==> config.mk <==
export PLATFORM = sky130hd
export DESIGN_NAME = gate_decision_sequencer
export DESIGN_NICKNAME = d
export VERILOG_FILES = /design/src/rtl/gate_decision_sequencer.sv
export SDC_FILE = /design/constraint.sdc
export NUM_CORES = 1
export LEC_CHECK = 0
export ABC_CLOCK_PERIOD_IN_PS = 3900
export BUFFER_PORTS_ARGS = -buffer_cell sky130_fd_sc_hd__buf_2
export CORE_ASPECT_RATIO = 1.2
export CORE_UTILIZATION = 51
export CTS_CLUSTER_SIZE = 14
export DETAILED_ROUTE_END_ITERATION = 10
export PLACE_DENSITY = 0.72
export SETUP_SLACK_MARGIN = 0.4
export SLEW_MARGIN = 20
export SYNTH_ARGS = -nofsm -noshare
export SYNTH_HDL_FRONTEND = slang
export SYNTH_SLANG_ARGS = --single-unit
==> constraint.sdc <==
create_clock -name clk -period 3.9 [get_ports clk]
set_input_delay 0.585 -clock clk [delete_from_list [all_inputs] [get_ports clk]]
set_output_delay 0.585 -clock clk [all_outputs]
set_load 0.01 [all_outputs]
==> src/rtl/gate_decision_sequencer.sv <==
// Queues per-packet allow/drop verdicts and hands them to the packet gate in order,
// issuing a default verdict when a packet head starves so the datapath cannot stall.
module gate_decision_sequencer #(
    parameter int FIFO_DEPTH     = 8,
    parameter int TIMEOUT_CYCLES = 1024,
    parameter bit DEFAULT_ALLOW  = 1'b0
) (
    input  logic                          clk,
    input  logic                          rst_n,
    input  logic                          verdict_valid,
    input  logic                          verdict_allow,
    output logic                          verdict_ready,
    input  logic                          mon_tvalid,
    input  logic                          mon_tready,
    input  logic                          mon_tlast,
    input  logic                          cfg_enable,
    output logic                          decision_valid,
    output logic                          decision_allow,
    output logic [$clog2(FIFO_DEPTH):0]   fifo_level,
    output logic [31:0]                   cnt_decisions,
    output logic [31:0]                   cnt_timeouts,
    output logic [31:0]                   cnt_late_discard
);

    localparam int AW = $clog2(FIFO_DEPTH);
    localparam int TW = $clog2(TIMEOUT_CYCLES);
    localparam logic [TW-1:0] TIMER_LAST = TW'(TIMEOUT_CYCLES - 1);
    localparam logic [AW:0]   FULL_LEVEL = (AW+1)'(FIFO_DEPTH);
    localparam logic [15:0]   SKIP_MAX   = 16'hFFFF;

    typedef enum logic [1:0] {
        S_EMPTY,
        S_PRESENT,
        S_DEFAULT
    } state_t;

    state_t              state, state_next;
    logic [FIFO_DEPTH-1:0] mem;
    logic [AW-1:0]       wr_ptr, rd_ptr;
    logic [AW:0]         count;
    logic                sop;
    logic [15:0]         skip;
    logic [TW-1:0]       timer, timer_next;
    logic                beat, consume, wr_fire, push, discard, has_entry;
    logic                load, timeout, taken;

    assign beat          = mon_tvalid & mon_tready;
    assign consume       = sop & beat;
    assign verdict_ready = (count != FULL_LEVEL);
    assign wr_fire       = verdict_valid & verdict_ready;
    assign discard       = wr_fire & (skip != 16'd0);
    assign push          = wr_fire & (skip == 16'd0);
    assign has_entry     = (count != '0);

    assign decision_valid = (state != S_EMPTY);
    assign fifo_level     = count;

    // NOTE: every signal driven here gets a default first, so no path can infer a latch.
    always_comb begin
        state_next = state;
        timer_next = '0;
        load       = 1'b0;
        timeout    = 1'b0;
        taken      = 1'b0;
        unique case (state)
            S_EMPTY: begin
                if (cfg_enable && has_entry) begin
                    load       = 1'b1;
                    state_next = S_PRESENT;
                end else if (cfg_enable && sop && mon_tvalid) begin
                    if (timer == TIMER_LAST) begin
                        timeout    = 1'b1;
                        state_next = S_DEFAULT;
                    end else begin
                        timer_next = timer + TW'(1);
                    end
                end
            end
            default: begin
                if (consume) begin
                    taken = 1'b1;
                    if (cfg_enable && has_entry) begin
                        load       = 1'b1;
                        state_next = S_PRESENT;
                    end else begin
                        state_next = S_EMPTY;
                    end
                end
            end
        endcase
    end

    // NOTE: verdict storage has no reset; the pointers and count alone define its contents.
    always_ff @(posedge clk) begin
        if (push) mem[wr_ptr] <= verdict_allow;
    end

    // NOTE: all state below uses non-blocking assignments so every register samples pre-edge values.
    always_ff @(posedge clk or negedge rst_n) begin
        if (!rst_n) begin
            state            <= S_EMPTY;
            timer            <= '0;
            sop              <= 1'b1;
            skip             <= 16'd0;
            wr_ptr           <= '0;
            rd_ptr           <= '0;
            count            <= '0;
            decision_allow   <= 1'b0;
            cnt_decisions    <= 32'd0;
            cnt_timeouts     <= 32'd0;
            cnt_late_discard <= 32'd0;
        end else begin
            state <= state_next;
            timer <= timer_next;
            if (beat) sop <= mon_tlast;

            if (load)         decision_allow <= mem[rd_ptr];
            else if (timeout) decision_allow <= DEFAULT_ALLOW;

            if (push) wr_ptr <= wr_ptr + AW'(1);
            if (load) rd_ptr <= rd_ptr + AW'(1);
            unique case ({push, load})
                2'b10:   count <= count + (AW+1)'(1);
                2'b01:   count <= count - (AW+1)'(1);
                default: count <= count;
            endcase

            // A timeout coinciding with a discard leaves the skip credit unchanged.
            unique case ({timeout, discard})
                2'b10:   if (skip != SKIP_MAX) skip <= skip + 16'd1;
                2'b01:   skip <= skip - 16'd1;
                default: skip <= skip;
            endcase

            if (taken)   cnt_decisions    <= cnt_decisions + 32'd1;
            if (timeout) cnt_timeouts     <= cnt_timeouts + 32'd1;
            if (discard) cnt_late_discard <= cnt_late_discard + 32'd1;
        end
    end

endmodule

### Yosys cells after proc, flatten, opt, wreduce, memory -nomap -nowiden

Index checks and enable logic that the tools add are counted.

* flip-flop bits (word level): 144
* bits of input ports: 8
* output and inout bits: 103
* logic and storage cells: 84

* add/sub/neg operators: 10
* magnitude comparators: 3
* equality and inequality tests: 10
* multiplexer cells: 29
* bitwise gates (word level): 5
* reduce and logical (&&, ||, !) cells: 15

Operator list (count)
* $add A32 B1 Y32 const B: 3
* $mux W10: 4
* $pmux W16 S2: 1
* $add A16 B1 Y16 const B: 1
* $logic_not A16 Y1: 1
* $mux W16: 1
* $ne A16 B16 Y1 const B: 1
* $reduce_bool A16 Y1: 1
* $sub A16 B1 Y16 const B: 1
* $mux W1: 14
* $add A10 B1 Y10 const B: 1
* $eq A10 B10 Y1 const B: 1
* $mux W2: 5
* $reduce_bool A2 Y1: 5
* $bwmux W8: 1
* $lt A3 B4 Y1 const B: 2
* $pmux W4 S2: 1
* $add A3 B1 Y3 const B: 2
* $ne A3 B3 Y1 const B: 2
* $and A1 B1 Y1: 5
* $add A4 B1 Y4 const B: 1
* $eq A2 B1 Y1 const B: 2
* $eq A2 B2 Y1 const B: 2
* $logic_and A1 B1 Y1: 4
* 10 further kinds: 10

### Longest topological paths before layout

* word-level depth: 8
* depth in mapped cells: 12

### Worst setup path after synthesis

Ideal clock, no wire load.

* kind: reg2reg
* start point: register count[1] (netlist: fifo_level[1])
* end point: register skip[15]
* setup time: 123 ps
* arrival time: 4023 ps
* setup slack: -246 ps
* stages on the path, launching flop included: 13
* path through: dfrtp_1 > or4b_2 > and2_1 > and2_1 > clkbuf_1 > nor2b_1 > ha_1 > a2111oi_0 > o21ai_0 > a311oi_1 > o21ai_0 > mux2i_1 > xnor2_1

RTL lines
* from (decl): line 40 `logic [AW:0] count;`
* from (signal assigned): line 123 `2'b10: count <= count + (AW+1)'(1);`
* from (signal assigned): line 124 `2'b01: count <= count - (AW+1)'(1);`
* from (signal assigned): line 125 `default: count <= count;`
* $ne A4 B4 Y1 (*): line 49 `assign verdict_ready = (count != FULL_LEVEL);`
* named net verdict_ready: line 12 `output logic verdict_ready,`
* $and A1 B1 Y1 (*): line 50 `assign wr_fire = verdict_valid & verdict_ready;`
* $and A1 B1 Y1 (*): line 51 `assign discard = wr_fire & (skip != 16'd0);`
* $eq A2 B2 Y1 / $eq A2 B1 Y1 (equally long branches): line 129 `unique case ({timeout, discard})`
* $ne A2 B2 Y1 (no source line) / $reduce_bool A2 Y1 (equally long branches)
* $reduce_and A2 Y1 (no source line)
* to (signal assigned): line 130 `2'b10: if (skip != SKIP_MAX) skip <= skip + 16'd1;`
* to (signal assigned): line 131 `2'b01: skip <= skip - 16'd1;`
* to (signal assigned): line 132 `default: skip <= skip;`
* to (decl): line 42 `logic [15:0] skip;`

Mark *: on every way through the listed nets, which the timed path passes. The rest lies on a longest branch.
A chain may end at the register's enable or synchronous reset.

### Worst setup path in the final report

* start point: register count[3] (netlist: fifo_level[3])
* end point: register skip[10]

* longest elaborated chain between the ends: 7

Ends and longest elaborated chain
* $reduce_bool A4 Y1: line 53 `assign has_entry = (count != '0);`
* $logic_and A1 B1 Y1: line 67 `if (cfg_enable && has_entry) begin`
* $mux W1: line 67
* $mux W1: line 65 `unique case (state)`
* $eq A2 B2 Y1 / $eq A2 B1 Y1 (equally long branches): line 129
* $ne A2 B2 Y1 (no source line) / $reduce_bool A2 Y1 (equally long branches)
* $reduce_and A2 Y1 (no source line)

Parallel ways exist; a longest one is shown, timed or not.

==> results.sh <==
export IMPL_rsz0062_at_grt="false"
export IMPL_r2r_start="fifo_level[3]$_DFFE_PN0P_"
export IMPL_syn2layout_area_growth_pct=22.87
export IMPL_rows=46
export IMPL_max_freq_mhz=299.5
export IMPL_synth_area_um2=6985
export IMPL_post_route_util_pct=64.56
export IMPL_postSynthCellCount=637
export IMPL_pwr_share_seq_pct=45.9
export IMPL_min_period_ns=3.339
export IMPL_io_buffers=110
export IMPL_fin_area_um2=8583
export IMPL_dieArea_um2=14170
export IMPL_postRouteAntennaNets=0
export IMPL_numClockSinks=144
export IMPL_grt_max_degree=114
export IMPL_root_buffer="clkbuf_16"
export IMPL_status="complete, no violations"
export IMPL_io_pins=111
export IMPL_finalSetupViolCount=0
export IMPL_cp_required_ns=4.19
export IMPL_p_switching_w=0.0009739
export IMPL_cts_buffers=17
export IMPL_pwr_share_comb_pct=13.0
export IMPL_r2r_slack_ns=0.56
export IMPL_n_antenna_cell=0
export IMPL_place_ws_ns=0.09229
export IMPL_antenna_found_initial=0
export IMPL_final_common_cell="dfrtp_1"
export IMPL_clock_latency_ns=0.41
export IMPL_clkTransAtPathRegs_ns=0.06
export IMPL_fin_tns_setup_ns=0
export IMPL_crit_path_end_kind="register"
export IMPL_slew_viol_final=0
export IMPL_drc_errors=0
export IMPL_initial_core_util_pct=52.54
export IMPL_reg2reg_depth=12
export IMPL_avgSynthCellArea_um2=10.97
export IMPL_drv_cap=0
export IMPL_fin_total_pwr_w=0.003777
export IMPL_finalNetCount=812
export IMPL_criticalPathCategory="reg -> reg"
export IMPL_grt_pass1_wl_um=24380
export IMPL_drive_gt1_share_pct=25.16
export IMPL_drt_iter0_drc=393
export IMPL_ys_types=53
export IMPL_dp_hpwl_um=10740
export IMPL_dr_total_vias=5248
export IMPL_p_clk_share_pct=41.1
export IMPL_arrival_ns=3.63
export IMPL_final_cell_mix="132 x dfrtp_1, 109 x buf_2, 83 x xnor2_1, 66 x nand2_1, 45 x nand3_1"
export IMPL_power_density_nw_per_um2=440.1
export IMPL_core_area_um2=13300
export IMPL_yosysSeqAreaShare_pct=52.18
export IMPL_cts_path_max_buffers=2
export IMPL_die_w_um=108.8
export IMPL_p_sw_share_pct=25.78
export IMPL_ys_warn_count=0
export IMPL_cts_tree="yes"
export IMPL_fin_skew_ns=0.008092
export IMPL_vdd_drop_max_uv=286.4
export IMPL_start_kind="register"
export IMPL_regToRegEndpoint="skip[10]$_DFFE_PN0P_"
export IMPL_synth_async_reset_ratio_pct=94.44
export IMPL_wl_per_cell_um=15.76
export IMPL_wl_um=15120
export IMPL_syn_nets=670
export IMPL_grt_pass1_vias=5146
export IMPL_post_route_period_util_pct=85.62
export IMPL_cts_hold_buf=0
export IMPL_gp_congestion=0.8788
export IMPL_synth_ff_latch_count=144
export IMPL_track_usage_pct=22.35
export IMPL_synth_edf_count=8
export IMPL_placed_cell_area_um2=7819
export IMPL_grt_overflow=0
export IMPL_finalWorstSetupSlack_ns=0.5610
export IMPL_intPower_w=0.002804
export IMPL_power_leakage_nw=4.165
export IMPL_hold_path_class="in -> async"
export IMPL_die_h_um=130.2
export IMPL_hold_viol_final=0
export IMPL_first_pass_iters=5
export IMPL_num_fill_cells=1024
export IMPL_htree_num_levels=4
export IMPL_viasPerCell=5.472
export IMPL_worst_slew_pin_slew_ns=0.8275
export IMPL_cp_max_fo=6
export IMPL_max_slew_margin_rel_pct=44.63
export IMPL_synth_main_ff_cell="dfrtp_1"
## per-stage QoR
stage                     instances  hold slack (ns)
after floorplan                 637           0.2894
after CTS                       951          0.06965
after detailed placement        914           0.4567
after global routing            959          0.08525
final                           959          0.07716
after global placement          914           0.4521
## power by group through the flow
| stage | Sequential [W] | Combinational [W] | Clock (W) |
|---|---|---|---|
| 2_1_floorplan | 0.00174 | 0.000285 | 0 |
| 3_3_place_gp | 0.00174 | 0.000446 | 0 |
| 3_5_place_dp | 0.00175 | 0.000461 | 0 |
| 4_1_cts | 0.00174 | 0.000467 | 0.00158 |
| 5_1_grt | 0.00175 | 0.000554 | 0.00165 |
| 6_report | 0.00173 | 0.000492 | 0.00155 |
## per-layer routing
| layer | track usage [%] | part of all wire (%) |
|---|---|---|
| met3 | 4.795 | 3.2 |
| met5 | 0 | 0 |
| met1 | 27.80 | 44 |
| met4 | 7.870 | 2.1 |
| met2 | 38.31 | 51 |
## cells by family after synthesis
logic type / Yosys count / synth area share [%]
muxes: 12 / 2.221
DFF: 144 / 52.18
xor gates and xnor gates: 120 / 15.05
adders and majority gates: 25 / 4.693
buffers and inverters: 26 / 1.451
and+or+nand+nor: 252 / 19.24
AOI/OAI and AO/OA: 58 / 5.177
## cells in the mapped netlist (all sizes together), types with 10 or more instances
| cell | n | area, um2 |
|---|---|---|
| a21oi | 15 | 78.83 |
| xor2 | 37 | 324.1 |
| and3 | 10 | 62.56 |
| nor2 | 37 | 138.9 |
| xnor2 | 83 | 727.0 |
| nand3 | 45 | 225.2 |
| nand2 | 67 | 251.5 |
| dfrtp | 135 | 3378 |
| and4 | 15 | 131.4 |
| ha | 23 | 287.8 |
| o21ai | 22 | 110.1 |
| nand4 | 31 | 193.9 |
| inv | 16 | 60.06 |
## critical path, stage by stage, from the launching register on
cell and delay [ns]:
dfrtp_2 0.43, o41ai_4 0.41, or3b_4 0.45, nor2_4 0.18, nor2b_4 0.08, buf_4 0.14, fa_1 0.41, a21oi_2 0.23
o21ai_0 0.18, a21oi_1 0.29, nor2_1 0.09, o31ai_1 0.22, o21ai_0 0.10
## flip-flops by register name, summed over array words and instances (netlist names)
signal,count
cnt_decisions,32
cnt_late_discard,32
cnt_timeouts,32
decision_allow,1
fifo_level,4
mem,8
rd_ptr,3
skip,16
sop,1
state,2
timer,10
wr_ptr,3
## layout make-up
| class | count | area (um2) | area share (%) |
|---|---|---|---|
| Multi-Input combinational cell | 468 | 3371 | 39.27 |
| Clock inverter | 10 | 112.6 | 1.312 |
| Clock buffer | 21 | 450.4 | 5.248 |
| Timing Repair Buffer | 132 | 730.7 | 8.513 |
| Sequential cell | 144 | 3649 | 42.51 |
| Inverter | 16 | 60.06 | 0.6997 |
| Tap cell | 168 | 210.2 | 2.449 |
## repair_timing
action / in CTS / in global routing
buffers inserted: 6 / 7
setup endpoints to repair: 7 / 6
gates resized for setup: 6 / 13
gates cloned: 0 / 1
pin swaps: 2 / 7
## worst max-delay path by stage
stage	start	endpoint	cells past startpoint
after detailed placement	fifo_level[1]$_DFFE_PN0P_	skip[15]$_DFFE_PN0P_	11
after global routing	fifo_level[3]$_DFFE_PN0P_	skip[14]$_DFFE_PN0P_	12
after CTS	fifo_level[1]$_DFFE_PN0P_	skip[13]$_DFFE_PN0P_	12
after floorplan	fifo_level[1]$_DFFE_PN0P_	skip[15]$_DFFE_PN0P_	12
after global placement	fifo_level[1]$_DFFE_PN0P_	skip[15]$_DFFE_PN0P_	11
final	fifo_level[3]$_DFFE_PN0P_	skip[10]$_DFFE_PN0P_	12
Note: power is estimated with default switching activity, not from simulation.
